### config.mk
export PLATFORM = sky130hd
export DESIGN_NAME = alu64bit_wb
export DESIGN_NICKNAME = d
export VERILOG_FILES = /design/src/rtl/alu64bit_wb.sv
export SDC_FILE = /design/constraint.sdc
export NUM_CORES = 1
export LEC_CHECK = 0
export ABC_AREA = 1
export CORE_ASPECT_RATIO = 0.9
export CORE_MARGIN = 2
export CORE_UTILIZATION = 45
export CTS_BUF_LIST = sky130_fd_sc_hd__clkbuf_2 sky130_fd_sc_hd__clkbuf_4 sky130_fd_sc_hd__clkbuf_8
export DETAILED_ROUTE_END_ITERATION = 8
export HOLD_SLACK_MARGIN = 0.08
export MAX_ROUTING_LAYER = met4
export PLACE_DENSITY = 0.84
export SETUP_SLACK_MARGIN = 0.05
export SLEW_MARGIN = 20
export SYNTH_ARGS = -nofsm -noshare
export SYNTH_HDL_FRONTEND = slang
export SYNTH_SLANG_ARGS = --single-unit
export TNS_END_PERCENT = 20
### constraint.sdc
create_clock -name clk -period 4.26 [get_ports clk]
set_clock_uncertainty 0.05 [all_clocks]
set_input_delay 0.852 -clock clk [delete_from_list [all_inputs] [get_ports clk]]
set_output_delay 0.852 -clock clk [all_outputs]
set_load 0.05 [all_outputs]
### src/rtl/alu64bit_wb.sv
// Write-back stage for alu64bit: derives Z/N/C/V from the result and holds up to two entries in a skid FIFO.
// Define ALU64BIT_WB_STICKY_EN to add the sticky carry/overflow accumulator (clr_sticky / sticky ports).
module alu64bit_wb #(
    parameter int WIDTH = 64,
    parameter int DEPTH = 2
) (
    input  logic             clk,
    input  logic             rst,
    input  logic             in_valid,
    output logic             in_ready,
    input  logic [WIDTH-1:0] a,
    input  logic [WIDTH-1:0] b,
    input  logic [1:0]       op,
    input  logic [WIDTH-1:0] s,
    input  logic             cout,
    output logic             out_valid,
    input  logic             out_ready,
    output logic [WIDTH-1:0] res,
    output logic [3:0]       flags
`ifdef ALU64BIT_WB_STICKY_EN
    ,
    input  logic             clr_sticky,
    output logic [1:0]       sticky
`endif
);

    localparam logic [1:0] FULL = 2'(DEPTH);

    // Handshake: a transfer happens on a rising edge where valid and ready are both 1;
    // in_ready depends only on registered count and rst, never on out_ready.
    logic [WIDTH-1:0] mem_res [DEPTH];
    logic [3:0]       mem_flg [DEPTH];
    logic [1:0]       count;
    logic             wr_ptr;
    logic             rd_ptr;
    logic             push;
    logic             pop;
    logic [3:0]       new_flags;
    logic             v_bit;
    logic             a_m;
    logic             b_m;
    logic             s_m;

    // Only the sign bits of the operands are needed for overflow.
    logic unused_operand_bits;
    assign unused_operand_bits = ^{a[WIDTH-2:0], b[WIDTH-2:0]};

    assign a_m = a[WIDTH-1];
    assign b_m = b[WIDTH-1];
    assign s_m = s[WIDTH-1];

    always_comb begin
        v_bit = 1'b0;
        case (op)
            2'b10:   v_bit = (a_m == b_m) & (s_m != a_m);
            2'b11:   v_bit = (a_m != b_m) & (s_m != a_m);
            default: v_bit = 1'b0;
        endcase
    end

    assign new_flags = {(s == '0), s_m, op[1] & cout, v_bit};

    assign in_ready  = (count < FULL) & ~rst;
    assign out_valid = (count != 2'd0);
    assign push      = in_valid & in_ready;
    assign pop       = out_valid & out_ready;
    assign res       = mem_res[rd_ptr];
    assign flags     = mem_flg[rd_ptr];

    always_ff @(posedge clk) begin
        if (rst) begin
            count  <= 2'd0;
            wr_ptr <= 1'b0;
            rd_ptr <= 1'b0;
            for (int i = 0; i < DEPTH; i++) begin
                mem_res[i] <= '0;
                mem_flg[i] <= '0;
            end
        end else begin
            if (push) begin
                mem_res[wr_ptr] <= s;
                mem_flg[wr_ptr] <= new_flags;
                wr_ptr          <= ~wr_ptr;
            end
            if (pop) begin
                rd_ptr <= ~rd_ptr;
            end
            case ({push, pop})
                2'b10:   count <= count + 2'd1;
                2'b01:   count <= count - 2'd1;
                default: count <= count;
            endcase
        end
    end

`ifdef ALU64BIT_WB_STICKY_EN
    // Accumulates C and V of entries as they leave; a clear takes priority over a same-cycle set.
    always_ff @(posedge clk) begin
        if (rst || clr_sticky) begin
            sticky <= 2'b00;
        end else if (pop) begin
            sticky <= sticky | {flags[1], flags[0]};
        end
    end
`endif

endmodule

## Word level (Yosys, flattened, before mapping)

Memories as Yosys holds them, arrays and structs flattened. A register that Yosys moved wholly into a read port is not among the register bits.
Index checks and enable logic that the tools add are counted.

- Bits in latches: 0
- Memory bits (read-only): 0
- Input port bits: 199
- Logic and storage cells: 46
- Register bits after elaboration: 4
- Memories kept: 2
- Output and inout port bits: 70
- RAM bits: 136

Memory list:

| name | depth | bits a word | read ports | clocked after Yosys merged registers in | wr ports | line | source |
|---|---|---|---|---|---|---|---|
| mem_res | 2 | 64 | 1 | 1 | 2 | 31 | `logic [WIDTH-1:0] mem_res [DEPTH];` |
| mem_flg | 2 | 4 | 1 | 1 | 2 | 32 | `logic [3:0] mem_flg [DEPTH];` |

- Shifts and indexed selects: 0
- Magnitude comparators: 1
- Bitwise operators: 9
- Eq/ne operators: 7
- Mux-type cells: 17
- Reductions and logical operators: 5
- Multipliers: 0
- Div/mod/pow operators: 0
- $add $sub $neg: 2

Operators by type and width:

| kind | number |
|---|---|
| $logic_not A64 Y1 | 1 |
| $mux W64 | 1 |
| $reduce_or A64 Y1 | 1 |
| $mux W1 | 13 |
| $and A1 B1 Y1 | 6 |
| $eq A2 B2 Y1 const B | 3 |
| $mux W4 | 1 |
| $pmux W2 S2 | 1 |
| $reduce_bool A2 Y1 | 2 |
| $reduce_or A4 Y1 | 1 |
| $not A1 Y1 | 3 |
| $add A2 B1 Y2 const B | 1 |
| $eq A2 B1 Y1 const B | 1 |
| $lt A2 B2 Y1 const B | 1 |
| $ne A1 B1 Y1 | 2 |
| $pmux W1 S2 | 1 |
| $sub A2 B1 Y2 const B | 1 |
| $eq A1 B1 Y1 | 1 |

## Logic depth before layout (Yosys ltp)

Gate-level depths: netlist of the first run.

- Depth in word-level cells: 8
- Depth in mapped cells: 8

## Worst setup path before layout of the first run

No wires, ideal clock.

- Path type: input to register
- Start point: input port rst
- End point: memory mem_flg[0][0] (enable)
- Cell stages on the path: 7
- Setup slack: 0.649 ns
- Required time: 3.783 ns
- Buffers on the path: 2
- Arrival time: 3.135 ns
- Cells stage by stage: nor2_4 nand2_4 inv_4 nand2_4 buf_6 buf_8 nand2_1

RTL lines:

| element | line | source |
|---|---|---|
| from (decl) | 8 | `input logic rst,` |
| to (decl) | 32 |  |

==> results.sh, run 1 <==
export IMPL_grt_remaining_overflow=0
export IMPL_io_buffers=142
export IMPL_setup_ws_ps=777
export IMPL_synth_area_top_cells="edfxtp_1, mux2_2, nor2_1"
export IMPL_grt_max_degree=68
export IMPL_r2r_end="mem_flg[1][1]"
export IMPL_async_flop_share=0
export IMPL_clkSinkCount=139
export IMPL_core_area_mm2=0.0141
export IMPL_grt_pass1_vias=4448
export IMPL_crit_family="flip-flops"
export IMPL_routed_top_layer="met4"
export IMPL_root_buffer="clkbuf_8"
export IMPL_power_density_mw_per_mm2=505
export IMPL_place_ws_ps=977
export IMPL_synth_top_area_cell="edfxtp_1"
export IMPL_p_seq_frac=0.414
export IMPL_synth_top_area_share=0.618
export IMPL_gp_congestion=0.768
export IMPL_ys_ff_latch=139
export IMPL_grtUsageTotal=0.194
export IMPL_clkTransAtPathRegs_ps=70
export IMPL_htreeDepth=4
export IMPL_critPathArrivalTime_ps=2580
export IMPL_final_nets=862
export IMPL_dieHeight_um=118
export IMPL_fp_row_count=41
export IMPL_cp_max_fo=67
export IMPL_path_depth=2
export IMPL_synthesis_area_mm2=0.00651
export IMPL_cts_resized=0
export IMPL_power_frac_comb=0.341
export IMPL_cellLeakagePower_nw=3.32
export IMPL_antennaDiodeCount=0
export IMPL_cts_made_buffers=17
export IMPL_die_x_um=131
export IMPL_slew_headroom=0.389
export IMPL_path_class="reg -> out"
export IMPL_syn_to_final_growth_pct=29.8
export IMPL_syn_inst=519
export IMPL_cts_tree="built"
export IMPL_internal_power_mw=2.78
export IMPL_required_ps=3360
export IMPL_finalCritPeriodShare=0.818
export IMPL_dpl_hpwl_um=9290
export IMPL_power_net_switching_mw=1.49
export IMPL_crit_path_end_kind="output pin"
export IMPL_synth_nets=719
export IMPL_swShare=0.349
export IMPL_final_max_slew_viol_count=0
export IMPL_synth_main_ff_cell="edfxtp_1"
export IMPL_worstHoldPathType="reg -> reg"
export IMPL_ys_warn_count=0
export IMPL_tightest_slew_ps=917
export IMPL_regToRegSetupSlack_ps=2070
export IMPL_drc=0
export IMPL_initial_core_util=0.462
export IMPL_max_freq_ghz=0.287
export IMPL_syn_avg_cell_area_um2=12.6
export IMPL_drt_met1_wl_um=6050
export IMPL_wire_per_inst_um=16.1
export IMPL_ir_drop_v=0.000397
export IMPL_endpoint="res[30]"
export IMPL_post_route_min_period_ps=3480
export IMPL_ios=269
export IMPL_clock_latency_ps=440
export IMPL_utilization=0.600
export IMPL_wl_met3_um=741
export IMPL_tns_ps=0
export IMPL_synth_seq_area_share=0.633
export IMPL_cts_setup_buffers=0
export IMPL_power_total_mw=4.27
export IMPL_ff2ff_path_depth=6
export IMPL_slowest_delay_ps=960
export IMPL_hold_buffers=0
export IMPL_via_count=4137
export IMPL_max_clock_path_buffers=2
export IMPL_synth_cell_types=24
export IMPL_status="completed"
export IMPL_finalHoldViolCount=0
export IMPL_dr_wl_met2_um=6990
export IMPL_synthTopCellsByCount="nor2_1, edfxtp_1, inv_1, mux2_2, nor2_4"
export IMPL_synth_most_common_cell="nor2_1"
export IMPL_synth_edff_count=134
export IMPL_crit_chain="mux2_2, clkdlybuf4s50_1"
export IMPL_ant_nets=0
export IMPL_timing_rr_start="count[1]"
export IMPL_cap_violations=0
export IMPL_crit_buf_inv=1
export IMPL_crit_slowest_cell="dfxtp_4"
export IMPL_setup_violations=0
export IMPL_grt_setup_unrepaired="no"
export IMPL_worstSetupStartpointType="flop"
export IMPL_power_frac_clock=0.245
export IMPL_antenna_found_initial=0
export IMPL_drt_pre_antenna_iters=4
export IMPL_drt_iter0_drc=265
export IMPL_grt_first_pass_wirelength_um=21600
export IMPL_routed_wl_um=13900
export IMPL_vias_per_cell=4.77
export IMPL_dieArea_mm2=0.0155
export IMPL_final_layout_size_suffix_gt1_frac=0.214
[power by group through the flow]
stage / Sequential (mW) / Clock (mW) / Combinational (mW)
floorplan: 1.72 / 0 / 1.07
global placement: 1.79 / 0 / 1.45
detailed placement: 1.80 / 0 / 1.46
CTS: 1.78 / 1.07 / 1.47
global route: 1.79 / 1.13 / 1.52
finish: 1.77 / 1.05 / 1.46
[kinds of logic (layout without fill, tap and decap cells)]
group / after synthesis / in the layout / synth area share
simple gates: 209 / 209 / 0.172
flops: 139 / 139 / 0.633
buf+inv: 92 / 247 / 0.0672
mux: 67 / 67 / 0.116
compound gates: 8 / 8 / 0.00653
xor+xnor: 3 / 3 / 0.00403
fa+ha+maj: 1 / 1 / 0.00192
[flip-flops by register name, indices dropped and copies added (netlist names), named ones only]
signal and flops:
mem_flg 8, count 2, wr_ptr 1, mem_res 126, rd_ptr 1
[layer usage]
layer	vias to the layer above	GRT usage
met5	-	-
met4	0	0.0632
met3	15	0.0557
met2	129	0.324
met1	2015	0.225
li1	1978	-
[worst min-delay path by stage]
stage / depth (start not counted) / from / end / slack (ps)
6_report: 1 / rd_ptr / rd_ptr / 410
5_1_grt: 1 / rd_ptr / rd_ptr / 450
4_1_cts: 1 / rd_ptr / rd_ptr / 410
3_5_place_dp: 1 / rd_ptr / rd_ptr / 400
3_3_place_gp: 1 / rd_ptr / flop / 380
2_1_floorplan: 1 / rd_ptr / flop / 380
[placed cells by master, fill, tap and decap left out, types with 3 or more instances in the layout]
master and count:
edfxtp_1 134, dfxtp_1 4, nand2_1 22, a21oi_1 5, clkinv_1 6, inv_1 69, clkdlybuf4s50_1 142, nor2_1 136
nor2_4 40, bufinv_16 3, nand2_4 5, mux2_2 67, clkbuf_8 17
[per-stage QoR]
step	cell area, µm²	instances	hold WS (ps)
floorplan	6520	519	381
global placement	8080	836	381
detailed placement	8080	836	403
CTS	8460	867	413
global route	8460	867	453
finish	8460	867	414
[final cells by class]
| cell class | instances | area, µm² |
|---|---|---|
| Fill cell | 1087 | 5650 |
| Sequential cell | 139 | 4130 |
| Multi-Input combinational cell | 288 | 1970 |
| Timing Repair Buffer | 146 | 1480 |
| Inverter | 70 | 265 |
| Clock buffer | 19 | 249 |
| Tap cell | 193 | 241 |
| Clock inverter | 12 | 130 |
No activity file was read; power rests on OpenSTA's default activity.
==> run 2: changes to the inputs <==
--- a/config.mk
+++ b/config.mk
@@ -8,12 +8,12 @@
 export ABC_AREA = 1
 export CORE_ASPECT_RATIO = 0.9
 export CORE_MARGIN = 2
-export CORE_UTILIZATION = 45
+export CORE_UTILIZATION = 40
 export CTS_BUF_LIST = sky130_fd_sc_hd__clkbuf_2 sky130_fd_sc_hd__clkbuf_4 sky130_fd_sc_hd__clkbuf_8
 export DETAILED_ROUTE_END_ITERATION = 8
 export HOLD_SLACK_MARGIN = 0.08
 export MAX_ROUTING_LAYER = met4
-export PLACE_DENSITY = 0.84
+export PLACE_DENSITY = 0.78
 export SETUP_SLACK_MARGIN = 0.05
 export SLEW_MARGIN = 20
 export SYNTH_ARGS = -nofsm -noshare
==> constraint.sdc (replaced) <==
create_clock -name clk -period 2.95 [get_ports clk]
set_clock_uncertainty 0.05 [all_clocks]
set_input_delay 0.59 -clock clk [delete_from_list [all_inputs] [get_ports clk]]
set_output_delay 0.59 -clock clk [all_outputs]
set_load 0.05 [all_outputs]
==> run 2 against run 1 <==
Compared with the run above: flip-flop and latch count unchanged; largest power group unchanged; sequential share of layout area increased by 0.23 points; register-to-register slack got worse by 760 ps; wire length decreased by 3.1%; hold slack improved by 2.1 ps; core utilization decreased by 7.4 points; final area decreased by 0.47%.
==> results.sh, run 2 (synthesized netlist as in run 1, its figures left out) <==
export IMPL_status="completed"
export IMPL_max_freq_ghz=0.368
export IMPL_routed_wl_um=13500
export IMPL_regToRegSetupSlack_ps=1310
export IMPL_wire_per_inst_um=15.2
export IMPL_ant_nets=0
export IMPL_cts_made_buffers=17
export IMPL_largest_reg_flops=126
export IMPL_antennaDiodeCount=0
export IMPL_path_class="reg -> out"
export IMPL_die_x_um=139
export IMPL_via_count=4142
export IMPL_cap_violations=0
export IMPL_cellLeakagePower_nw=3.48
export IMPL_critPathArrivalTime_ps=2080
export IMPL_antenna_found_initial=0
export IMPL_slew_headroom=0.617
export IMPL_worstHoldPathType="reg -> reg"
export IMPL_gp_congestion=0.745
export IMPL_placed_cells=856
export IMPL_final_nets=868
export IMPL_reg_top3="mem_res x126, mem_flg x8, count x2"
export IMPL_dpl_hpwl_um=9050
export IMPL_cp_max_fo=15
export IMPL_worstSetupStartpointType="flop"
export IMPL_grt_pass1_vias=4369
export IMPL_stdcell_count=887
export IMPL_power_total_mw=5.81
export IMPL_grt_first_pass_wirelength_um=21900
export IMPL_post_route_min_period_ps=2720
export IMPL_grt_setup_unrepaired="no"
export IMPL_drc=0
export IMPL_grt_max_degree=68
export IMPL_ios=269
export IMPL_tns_ps=0
export IMPL_dieArea_mm2=0.0173
export IMPL_clock_latency_ps=430
export IMPL_setup_violations=0
export IMPL_root_buffer="clkbuf_8"
export IMPL_syn_to_final_growth_pct=29.2
export IMPL_required_ps=2310
export IMPL_hold_buffers=0
export IMPL_core_area_mm2=0.0160
export IMPL_htreeDepth=4
export IMPL_tightest_slew_ps=575
export IMPL_clkTransAtPathRegs_ps=80
export IMPL_cts_tree="built"
export IMPL_dieHeight_um=125
export IMPL_drt_pre_antenna_iters=4
export IMPL_clkSinkCount=139
export IMPL_drt_iter0_drc=202
export IMPL_ir_drop_v=0.000469
export IMPL_grt_remaining_overflow=0
export IMPL_layout_commonest_cell="nor2_1"
export IMPL_final_cell_mix="nor2_1, edfxtp_1, clkdlybuf4s50_1"
export IMPL_whs_ps=416
export IMPL_io_buffers=142
export IMPL_initial_core_util=0.407
export IMPL_fp_row_count=44
export IMPL_finalCritPeriodShare=0.921
export IMPL_crit_path_end_kind="output pin"
export IMPL_max_clock_path_buffers=2
export IMPL_finalHoldViolCount=0
export IMPL_final_max_slew_viol_count=0
export IMPL_grtUsageTotal=0.168
export IMPL_final_layout_size_suffix_gt1_frac=0.232
export IMPL_power_density_mw_per_mm2=691
export IMPL_regMostFlops="mem_res"
export IMPL_vias_per_cell=4.67
-- run 2: final cells by class --
class / instances / area (µm²)
multi-input combinational: 288 / 1970
tap: 207 / 259
inverter: 70 / 265
clock buffer: 19 / 249
fill: 1368 / 7600
clock inverter: 12 / 58.8
timing repair buffer: 152 / 1490
sequential: 139 / 4130
-- run 2: worst max-delay path, cell delays in order, from the launching register on --
cell and delay [ps]:
dfxtp_4 520, mux2_2 390, clkdlybuf4s50_1 730
-- run 2: repair_timing --
action,4_1_cts,5_1_grt
resized for setup,51,0
setup endpoints to repair,51,0
buffers inserted,0,0
endpoints found under the hold margin,0,0
-- run 2: final timing paths --
kind,from,end,cells after the start
setup / recovery,flop,flags[2],2
hold / removal,rd_ptr,flop,1
setup reg to reg,count[1],mem_res[1][45],6
hold reg to reg,rd_ptr,flop,1
-- run 2: metrics by stage --
stage | worst slack [ps] | util | cell area (µm²)
after floorplan | -249 | - | 6520
after global placement | 427 | 0.510 | 8170
after detailed placement | 422 | 0.510 | 8170
after CTS | 175 | 0.525 | 8420
after global routing | 145 | 0.525 | 8420
final | 234 | 0.525 | 8420
-- run 2: report_power, final --
group          leakage (nW)  internal (mW)  switching, mW
Clock                 0.159          0.570          0.677
Sequential             1.44           2.39         0.0841
Combinational          1.87          0.704           1.38
Total                  3.48           3.67           2.15
-- run 2: layer usage --
layer  global-route usage  vias up  part of all wire
met4               0.0510        0            0.0093
met1                0.215     1991              0.45
met2                0.269      138              0.48
li1                     -     2002                 -
met5                    -        -                 0
met3               0.0391       11             0.061
